### config.mk
export PLATFORM = sky130hd
export DESIGN_NAME = touch_zone_debounce
export DESIGN_NICKNAME = d
export VERILOG_FILES = /design/src/rtl/touch_pkg.sv /design/src/rtl/touch_zone_match.sv /design/src/rtl/touch_zone_debounce.sv
export SDC_FILE = /design/constraint.sdc
export NUM_CORES = 1
export LEC_CHECK = 0
export CORE_ASPECT_RATIO = 1.75
export CORE_MARGIN = 1.5
export CORE_UTILIZATION = 35
export DETAILED_ROUTE_END_ITERATION = 6
export PLACE_DENSITY = 0.7
export SLEW_MARGIN = 0
export SYNTH_ARGS = -nofsm -noshare
export SYNTH_HDL_FRONTEND = slang
export SYNTH_HIERARCHICAL = 1
export SYNTH_SLANG_ARGS = --single-unit
### constraint.sdc
create_clock -name clk -period 2.33 [get_ports clk]
set_input_delay 0.466 -clock clk [delete_from_list [all_inputs] [get_ports clk]]
set_output_delay 0.466 -clock clk [all_outputs]
set_load 0.01 [all_outputs]
### src/rtl/touch_pkg.sv
// rtl/touch_pkg.sv - shared widths, counter helpers and FSM encoding for touch zone debounce
package touch_pkg;

  localparam int X_W_DEF = 10;
  localparam int Y_W_DEF = 9;
  localparam int CNT_W   = 8;

  typedef enum logic [1:0] {
    ST_IDLE    = 2'd0,
    ST_ARM     = 2'd1,
    ST_PRESSED = 2'd2
  } state_t;

  // Hold counter stops at all-ones instead of wrapping to zero.
  function automatic logic [CNT_W-1:0] sat_inc(input logic [CNT_W-1:0] v);
    return (v == {CNT_W{1'b1}}) ? v : v + 1'b1;
  endfunction

endpackage

### src/rtl/touch_zone_match.sv
// rtl/touch_zone_match.sv - combinational zone comparator array with lowest-index priority
module touch_zone_match
  import touch_pkg::*;
#(
  parameter int N_ZONES = 4,
  parameter int X_W     = X_W_DEF,
  parameter int Y_W     = Y_W_DEF,
  parameter int IDX_W   = 2
) (
  input  logic [X_W-1:0]         i_tor_x,
  input  logic [Y_W-1:0]         i_tor_y,
  input  logic [N_ZONES*X_W-1:0] i_zone_x1,
  input  logic [N_ZONES*X_W-1:0] i_zone_x2,
  input  logic [N_ZONES*Y_W-1:0] i_zone_y1,
  input  logic [N_ZONES*Y_W-1:0] i_zone_y2,
  output logic                   o_hit,
  output logic [IDX_W-1:0]       o_idx
);

  logic [N_ZONES-1:0] w_hits;

  // An inverted rectangle (x1>x2 or y1>y2) can never satisfy both bounds, so it disables itself.
  genvar g;
  generate
    for (g = 0; g < N_ZONES; g++) begin : g_zone
      logic [X_W-1:0] w_x1, w_x2;
      logic [Y_W-1:0] w_y1, w_y2;
      assign w_x1 = i_zone_x1[g*X_W +: X_W];
      assign w_x2 = i_zone_x2[g*X_W +: X_W];
      assign w_y1 = i_zone_y1[g*Y_W +: Y_W];
      assign w_y2 = i_zone_y2[g*Y_W +: Y_W];
      assign w_hits[g] = (i_tor_x >= w_x1) && (i_tor_x <= w_x2) &&
                         (i_tor_y >= w_y1) && (i_tor_y <= w_y2);
    end
  endgenerate

  // Scan downward so the lowest matching index is written last and wins.
  always_comb begin
    o_hit = 1'b0;
    o_idx = '0;
    for (int i = N_ZONES - 1; i >= 0; i--) begin
      if (w_hits[i]) begin
        o_hit = 1'b1;
        o_idx = IDX_W'(i);
      end
    end
  end

endmodule

### src/rtl/touch_zone_debounce.sv
// rtl/touch_zone_debounce.sv - debounced press/release/auto-repeat detection over rectangular touch zones
module touch_zone_debounce
  import touch_pkg::*;
#(
  parameter int         N_ZONES      = 4,
  parameter int         X_W          = X_W_DEF,
  parameter int         Y_W          = Y_W_DEF,
  parameter logic [1:0] SAMPLE_PHASE = 2'd1,
  parameter int         DEBOUNCE_N   = 3,
  parameter int         RELEASE_N    = 2,
  parameter int         HOLD_N       = 20,
  parameter int         REPEAT_N     = 5,
  parameter int         REPEAT_EN    = 1,
  parameter int         IDX_W        = (N_ZONES > 1) ? $clog2(N_ZONES) : 1
) (
  input  logic                   clk,
  input  logic                   reset,
  input  logic                   enable,
  input  logic [1:0]             clcount,
  input  logic [X_W-1:0]         tor_x,
  input  logic [Y_W-1:0]         tor_y,
  input  logic [N_ZONES*X_W-1:0] zone_x1,
  input  logic [N_ZONES*X_W-1:0] zone_x2,
  input  logic [N_ZONES*Y_W-1:0] zone_y1,
  input  logic [N_ZONES*Y_W-1:0] zone_y2,
  output logic                   outtd,
  output logic                   press_pulse,
  output logic                   release_pulse,
  output logic                   repeat_pulse,
  output logic [IDX_W-1:0]       zone_idx
);

  localparam logic [CNT_W-1:0] DEB_C = CNT_W'(DEBOUNCE_N);
  localparam logic [CNT_W-1:0] REL_C = CNT_W'(RELEASE_N);
  localparam logic [CNT_W-1:0] HLD_C = CNT_W'(HOLD_N);
  localparam logic [CNT_W-1:0] RPT_C = CNT_W'(REPEAT_N);

  state_t             r_state, w_state;
  logic [IDX_W-1:0]   r_cand, w_cand;
  logic [CNT_W-1:0]   r_cnt, w_cnt;
  logic [CNT_W-1:0]   r_miss, w_miss;
  logic [CNT_W-1:0]   r_hold, w_hold;
  logic [CNT_W-1:0]   r_rpt, w_rpt;
  logic               r_outtd, w_outtd;
  logic [IDX_W-1:0]   r_zone_idx, w_zone_idx;
  logic               r_press, w_press;
  logic               r_release, w_release;
  logic               r_repeat, w_repeat;

  logic               w_sample;
  logic               w_hit;
  logic [IDX_W-1:0]   w_idx;
  logic [CNT_W-1:0]   w_cnt_inc;
  logic [CNT_W-1:0]   w_miss_inc;
  logic [CNT_W-1:0]   w_hold_inc;
  logic [CNT_W-1:0]   w_rpt_inc;

  touch_zone_match #(
    .N_ZONES (N_ZONES),
    .X_W     (X_W),
    .Y_W     (Y_W),
    .IDX_W   (IDX_W)
  ) u_match (
    .i_tor_x   (tor_x),
    .i_tor_y   (tor_y),
    .i_zone_x1 (zone_x1),
    .i_zone_x2 (zone_x2),
    .i_zone_y1 (zone_y1),
    .i_zone_y2 (zone_y2),
    .o_hit     (w_hit),
    .o_idx     (w_idx)
  );

  assign w_sample   = enable && (clcount == SAMPLE_PHASE);
  assign w_cnt_inc  = r_cnt + 1'b1;
  assign w_miss_inc = r_miss + 1'b1;
  assign w_hold_inc = sat_inc(r_hold);
  assign w_rpt_inc  = r_rpt + 1'b1;

  always_comb begin
    w_state    = r_state;
    w_cand     = r_cand;
    w_cnt      = r_cnt;
    w_miss     = r_miss;
    w_hold     = r_hold;
    w_rpt      = r_rpt;
    w_outtd    = r_outtd;
    w_zone_idx = r_zone_idx;
    w_press    = 1'b0;
    w_release  = 1'b0;
    w_repeat   = 1'b0;
    if (w_sample) begin
      case (r_state)
        ST_IDLE: begin
          if (w_hit) begin
            w_cand = w_idx;
            w_cnt  = 8'd1;
            if (DEBOUNCE_N == 1) begin
              w_state    = ST_PRESSED;
              w_press    = 1'b1;
              w_outtd    = 1'b1;
              w_zone_idx = w_idx;
              w_cnt      = '0;
              w_miss     = '0;
              w_hold     = '0;
              w_rpt      = '0;
            end else begin
              w_state = ST_ARM;
            end
          end
        end
        ST_ARM: begin
          if (!w_hit) begin
            w_state = ST_IDLE;
            w_cnt   = '0;
          end else if (w_idx == r_cand) begin
            if (w_cnt_inc == DEB_C) begin
              w_state    = ST_PRESSED;
              w_press    = 1'b1;
              w_outtd    = 1'b1;
              w_zone_idx = r_cand;
              w_cnt      = '0;
              w_miss     = '0;
              w_hold     = '0;
              w_rpt      = '0;
            end else begin
              w_cnt = w_cnt_inc;
            end
          end else begin
            w_cand = w_idx;
            w_cnt  = 8'd1;
          end
        end
        ST_PRESSED: begin
          if (w_hit && (w_idx == r_zone_idx)) begin
            w_miss = '0;
            w_hold = w_hold_inc;
            // First repeat keys off hold_cnt; later ones off a separate period counter,
            // so repeats keep coming after hold_cnt saturates.
            if (r_hold < HLD_C) begin
              if (w_hold_inc == HLD_C) begin
                w_repeat = (REPEAT_EN != 0);
                w_rpt    = '0;
              end
            end else if (w_rpt_inc == RPT_C) begin
              w_repeat = (REPEAT_EN != 0);
              w_rpt    = '0;
            end else begin
              w_rpt = w_rpt_inc;
            end
          end else if (w_miss_inc == REL_C) begin
            w_state   = ST_IDLE;
            w_release = 1'b1;
            w_outtd   = 1'b0;
            w_miss    = '0;
          end else begin
            w_miss = w_miss_inc;
          end
        end
        default: begin
          w_state = ST_IDLE;
          w_outtd = 1'b0;
        end
      endcase
    end
  end

  always_ff @(posedge clk or negedge reset) begin
    if (!reset) begin
      r_state    <= ST_IDLE;
      r_cand     <= '0;
      r_cnt      <= '0;
      r_miss     <= '0;
      r_hold     <= '0;
      r_rpt      <= '0;
      r_outtd    <= 1'b0;
      r_zone_idx <= '0;
      r_press    <= 1'b0;
      r_release  <= 1'b0;
      r_repeat   <= 1'b0;
    end else begin
      r_state    <= w_state;
      r_cand     <= w_cand;
      r_cnt      <= w_cnt;
      r_miss     <= w_miss;
      r_hold     <= w_hold;
      r_rpt      <= w_rpt;
      r_outtd    <= w_outtd;
      r_zone_idx <= w_zone_idx;
      r_press    <= w_press;
      r_release  <= w_release;
      r_repeat   <= w_repeat;
    end
  end

  assign outtd         = r_outtd;
  assign press_pulse   = r_press;
  assign release_pulse = r_release;
  assign repeat_pulse  = r_repeat;
  assign zone_idx      = r_zone_idx;

endmodule

== Word-level counts from Yosys, hierarchy flattened ==
Index checks and enable logic that the tools add are counted.
W data, S select, Z words.
Storage, ports and cells
  bits in registers: 42
  input port bits: 176
  output and inout bits: 6
  logic and storage cells: 138
Operators by class
  add/subtract/negate cells: 4
  magnitude comparators: 17
  eq/ne operators: 21
  muxes and demuxes: 59
  bitwise gates (word level): 1
  reductions and logical operators: 25
Operator list (number)
  $mux W8: 15
  $pmux W8 S2: 4
  $ge A10 B10 Y1: 4
  $le A10 B10 Y1: 4
  $ge A9 B9 Y1: 4
  $le A9 B9 Y1: 4
  $add A8 B1 Y8 const B: 4
  $mux W2: 13
  $mux W1: 24
  $eq A8 B2 Y1 const B: 2
  $ne A2 B2 Y1 const B: 8
  $reduce_and A5 Y1: 3
  $logic_and A1 B1 Y1: 14
  $reduce_and A7 Y1: 2
  $reduce_and A6 Y1: 2
  $ne A3 B3 Y1 const B: 3
  $eq A8 B3 Y1 const B: 1
  $eq A8 B5 Y1 const B: 1
  $eq A8 B8 Y1 const B: 1
  $lt A8 B5 Y1 const B: 1
  $pmux W2 S3: 1
  $eq A2 B1 Y1 const B: 2
  $eq A2 B2 Y1: 2
  $pmux W2 S2: 1
  other kinds (6): 7

== Logic depth before layout (Yosys ltp) ==
  depth after elaboration: 13
  gate-level depth with buffers: 17
  depth with buffers taken out: 15

== Hierarchy ==
Netlist, hierarchy kept.
Modules (own cells, without submodules)
  touch_zone_match: instances 1, cells an instance 519, area each 3788.6 µm², sequential area each 0.0 µm²
  touch_zone_debounce: instances 1, cells an instance 310, area each 2750.1 µm², sequential area each 1051.0 µm²

== Worst setup path before layout ==
No wires, ideal clock.
  kind: input to register
  start: input zone_x2[13]
  end: register r_rpt[2]
  library setup time: 0.143 ns
  arrival time: 3.630 ns
  required time: 2.187 ns
  slack: -1.443 ns
  cell stages on the path: 17
  buffers on the path: 2
  cells stage by stage: inv_1 > ha_1 > a21o_1 > a21o_1 > a221o_1 > a21o_1 > a2111oi_4 > a21oi_1 > nor2_1 > xnor2_1 > nand3_1 > or2_0 > buf_2 > nand4b_4 > buf_6 > a221oi_4 > o221ai_1
On the way
  longest elaborated chain between the ends: 10
  elaborated cells between the ends (all ways): 15
  those cells by class: 1 x order compare; 5 x eq/ne; 4 x mux; 5 x reduce/logical
Ends and longest elaborated chain
  from (decl): line touch_zone_debounce.sv:23  | input logic [N_ZONES*X_W-1:0] zone_x2,
  $le A10 B10 Y1 *: line touch_zone_match.sv:32  | assign w_hits[g] = (i_tor_x >= w_x1) && (i_tor_x <= w_x2) &&
  $logic_and A1 B1 Y1 * (2 in series): line touch_zone_match.sv:32
  $logic_and A1 B1 Y1 *: line touch_zone_match.sv:33  | (i_tor_y >= w_y1) && (i_tor_y <= w_y2);
  $mux W2 * (2 in series): line touch_zone_match.sv:42  | if (w_hits[i]) begin
  named net w_idx[0]: line touch_zone_debounce.sv:52  | logic [IDX_W-1:0] w_idx;
  $eq A2 B2 Y1: line touch_zone_debounce.sv:135  | if (w_hit && (w_idx == r_zone_idx)) begin
  $logic_and A1 B1 Y1: line touch_zone_debounce.sv:135
  $ne A2 B2 Y1 (no source line)
  $reduce_and A7 Y1 (no source line) *
  to (signal assigned): line touch_zone_debounce.sv:187  | r_rpt <= w_rpt;
  to (decl): line touch_zone_debounce.sv:43  | logic [CNT_W-1:0] r_rpt, w_rpt;
The timed path passes the listed nets; every way through them passes the cells marked *.
A chain may end at the register's enable or synchronous reset.

== Worst setup path after layout ==
  start: input zone_y1[7]
  end: register r_rpt[2]
On the way
  longest elaborated chain between the ends: 8
  elaborated cells between the ends (all ways): 12
  those cells by class: 1 x order compare; 5 x eq/ne; 2 x mux; 4 x reduce/logical
Ends and longest elaborated chain
  from (decl): line touch_zone_debounce.sv:24  | input logic [N_ZONES*Y_W-1:0] zone_y1,
  $ge A9 B9 Y1 *: line touch_zone_match.sv:33
  $logic_and A1 B1 Y1 *: line touch_zone_match.sv:32
  $logic_and A1 B1 Y1 *: line touch_zone_match.sv:33
  $mux W2 *: line touch_zone_match.sv:42
  named net w_idx[1]: line touch_zone_debounce.sv:52
  $eq A2 B2 Y1: line touch_zone_debounce.sv:135
  $logic_and A1 B1 Y1: line touch_zone_debounce.sv:135
  $ne A2 B2 Y1 (no source line)
  $reduce_and A7 Y1 (no source line) *
Marked as above.

==> results.ini <==
[sta]
slew_viol_final = 0
fin_crit_sh = 1.517
timing.fmax_mhz = 282.9
timing.final.ws_setup_ps = -1205
setup_viol = 42
finalHoldViolCount = 0
slew_headroom = 0.5968
finClkSkew_ps = 11.72
rsz0062_at_grt = yes
worstMarginPinSlew_ps = 604.8
fin_crit_ps = 3535

[synthesis]
synth_top_family_by_area = adder cells
yosys.area_share.simple = 0.1839
ys_ff_latch = 42
synth_common_cells = 159 x ha_1, 159 x inv_1, 54 x nand2_1, 49 x a21oi_1, 42 x dfrtp_1
synth_top_area_share = 0.3042
synth_area_leaders = ha_1 30%, dfrtp_1 16%, inv_1 9.1%, a21oi_1 3.8%, nand2_1 3.1%
syn_nets = 1164
synth_edf_count = 0
synthAdderAreaFrac = 0.3042
postSynthAreaPerCell_um2 = 7.888
async_reset_ff_frac = 1.000
syn_inst = 829
synth_area_leader_cell = ha_1
synthFlopType = dfrtp_1
yosysUniqueCellTypes = 76
synth_mux_area_frac = 0.008037
ys_warn_count = 6
synth_xor_xnor_area_share = 0.01473
ys_seq_area_frac = 0.1607
synth_compound_area_frac = 0.2245
syn_area_um2 = 6539

[clock_tree]
cts_buffers = 5
cts_tree = built
cts.sinks = 42
clock_path_buffers = 2
clk_pin_slew_worst_paths_ps = 60
cts_root_buf = clkbuf_16
clk_latency_ps = 290
h-tree-depth = 2
cts_hold_repair.buffers = 0

[worst_hold_path]
min_path_type = in -> async

[worst_setup_path]
crit_type = in -> reg
worst-path-max-fanout = 6
cp-start-kind = primary input
critPathCaptureType = register
crit_required_ps = 2490
crit_arrival_ps = 3690

[power]
p_leak_nw = 5.710
combPwrFrac = 0.616
power_frac_clock = 0.157
p_int_mw = 2.604
p_per_area_nw_per_um2 = 385.3
worst_ir_drop_vdd_mv = 0.3484
power_frac_seq = 0.227
power.switching_mw = 1.811
p_sw_frac = 0.4102

[global_route]
grt_pass1_wl_mm = 36.90
antenna_found_initial = 4
grt_max_degree = 24
first_global_vias = 7520
overflow = 0
grtUsageTotal = 0.2375

[floorplanning]
initial_utilization = 0.3551
die_area_um2 = 19540
io_pins = 182
rows = 66
fp.dieH_um = 183.8
fp.dieW_um = 106.3
coreArea_um2 = 18420

[place]
routabilityCongestion = 0.9671
numPortBuffers = 181
pre_cts_ws_ps = -1948
dpl.hpwl_mm = 18.66
dp_cells = 1324

[route]
postRouteAntennaNets = 0
drt-initial-drc-count = 246
drt-vias-per-instance = 5.470
remaining_drc_errors = 0
post_drt_wl_per_cell_um = 18.70
wirelength_mm = 25.44
first_pass_iters = 5
vias = 7444

[layout]
n_fill_cell = 1424
drive_gt1_frac = 0.3691
fin_cells = 1361
syn2layout_area_growth_pct = 75.26
fin_nets = 1453

[run_status]
status = finished with violations
violations = negative setup slack

[flow_run]
maxCapViolCount = 0

flip-flops by register name (all words and copies together), names as in the netlist:
name / flops
press_pulse: 1
r_state: 2
outtd: 1
repeat_pulse: 1
r_miss: 8
r_rpt: 8
zone_idx: 2
r_cnt: 8
release_pulse: 1
r_cand: 2
r_hold: 8
timing repair:
item | in CTS | in global routing
setup buffers | 12 | 19
pin swaps | 63 | 118
resized for setup | 193 | 284
setup endpoints to repair | 42 | 42
cloned | 0 | 0
worst max-delay path, cell delays in order:
cell and delay (ps):
clkdlybuf4s50_1 500, inv_2 60, ha_4 230, and4_4 190
a221oi_2 210, o21ai_1 130, a31oi_2 230, nor4_4 90
nor2_2 130, and2_4 170, xnor2_2 110, nand3_2 120
or2_4 280, nand4b_4 250, a221oi_4 380, o221ai_2 130
cell families (layout without fill, tap and decap cells):
kind of cell,Yosys count,after routing
fa+ha+maj,159,159
flops,42,42
simple gates,222,222
other cells,0,4
compound gates,213,213
xor+xnor,11,11
mux,5,5
buf+inv,177,467
placed cells by master, fill, tap and decap left out, drive strengths merged, types with 30 or more instances in the layout:
cell	n
ha	159
nand3	30
dlymetal6s2s	62
dfrtp	42
o21ai	42
nand2	55
buf	127
inv	159
a21oi	50
clkdlybuf4s50	80
through the flow:
stage | util | instance area [µm²] | total power, mW | setup TNS, ps | hold slack [ps]
after CTS | 0.5575 | 10270 | 4.040 | -42690 | 186.5
after global routing | 0.6223 | 11460 | 4.718 | -49160 | 212.0
final | 0.6223 | 11460 | 4.415 | -41670 | 173.5
after detailed placement | 0.5095 | 9383 | 3.145 | -69960 | 499.2
after global placement | 0.5095 | 9383 | 3.087 | -67900 | 498.6
after floorplan | - | 6600 | 2.082 | -34950 | 170.4
routing by layer:
| layer | track usage | vias up | wire (µm) |
|---|---|---|---|
| met1 | 0.2333 | 3518 | 8762 |
| li1 | - | 3548 | - |
| met5 | 0 | - | 0 |
| met2 | 0.4692 | 276 | 13820 |
| met3 | 0.03828 | 102 | 1160 |
| met4 | 0.1151 | 0 | 1700 |
cell type report:
cell class                      count  area [µm²]  area share
Antenna cell                        4       10.01   0.0008735
Clock inverter                      2       13.76    0.001201
Sequential cell                    42        1051     0.09171
Clock buffer                        6       128.9     0.01125
Tap cell                          238       297.8     0.02599
Inverter                          159       614.3     0.05361
Timing Repair Buffer              300        2939      0.2565
Multi-Input combinational cell    610        6405      0.5589
path summary, 6_finish.rpt:
path	start	end	slack, ps	depth (start not counted)
max	zone_y1[7]	r_rpt[2]	-1210	16
min	reset	outtd	170	1
max in group asynchronous	reset	r_miss[2]	1630	2
max reg2reg	r_cnt[0]	r_rpt[6]	70	8
min in group clk	outtd	outtd	520	2
min reg2reg	outtd	outtd	520	2
power by group through the flow:
stage | Clock, mW | Sequential [mW] | Combinational, mW
floorplan | 0 | 0.958 | 1.12
global placement | 0 | 1.00 | 2.09
detailed placement | 0 | 1.01 | 2.14
CTS | 0.707 | 0.994 | 2.34
global route | 0.740 | 1.02 | 2.96
finish | 0.692 | 1.00 | 2.72
Note: power is estimated with default switching activity, not from simulation.
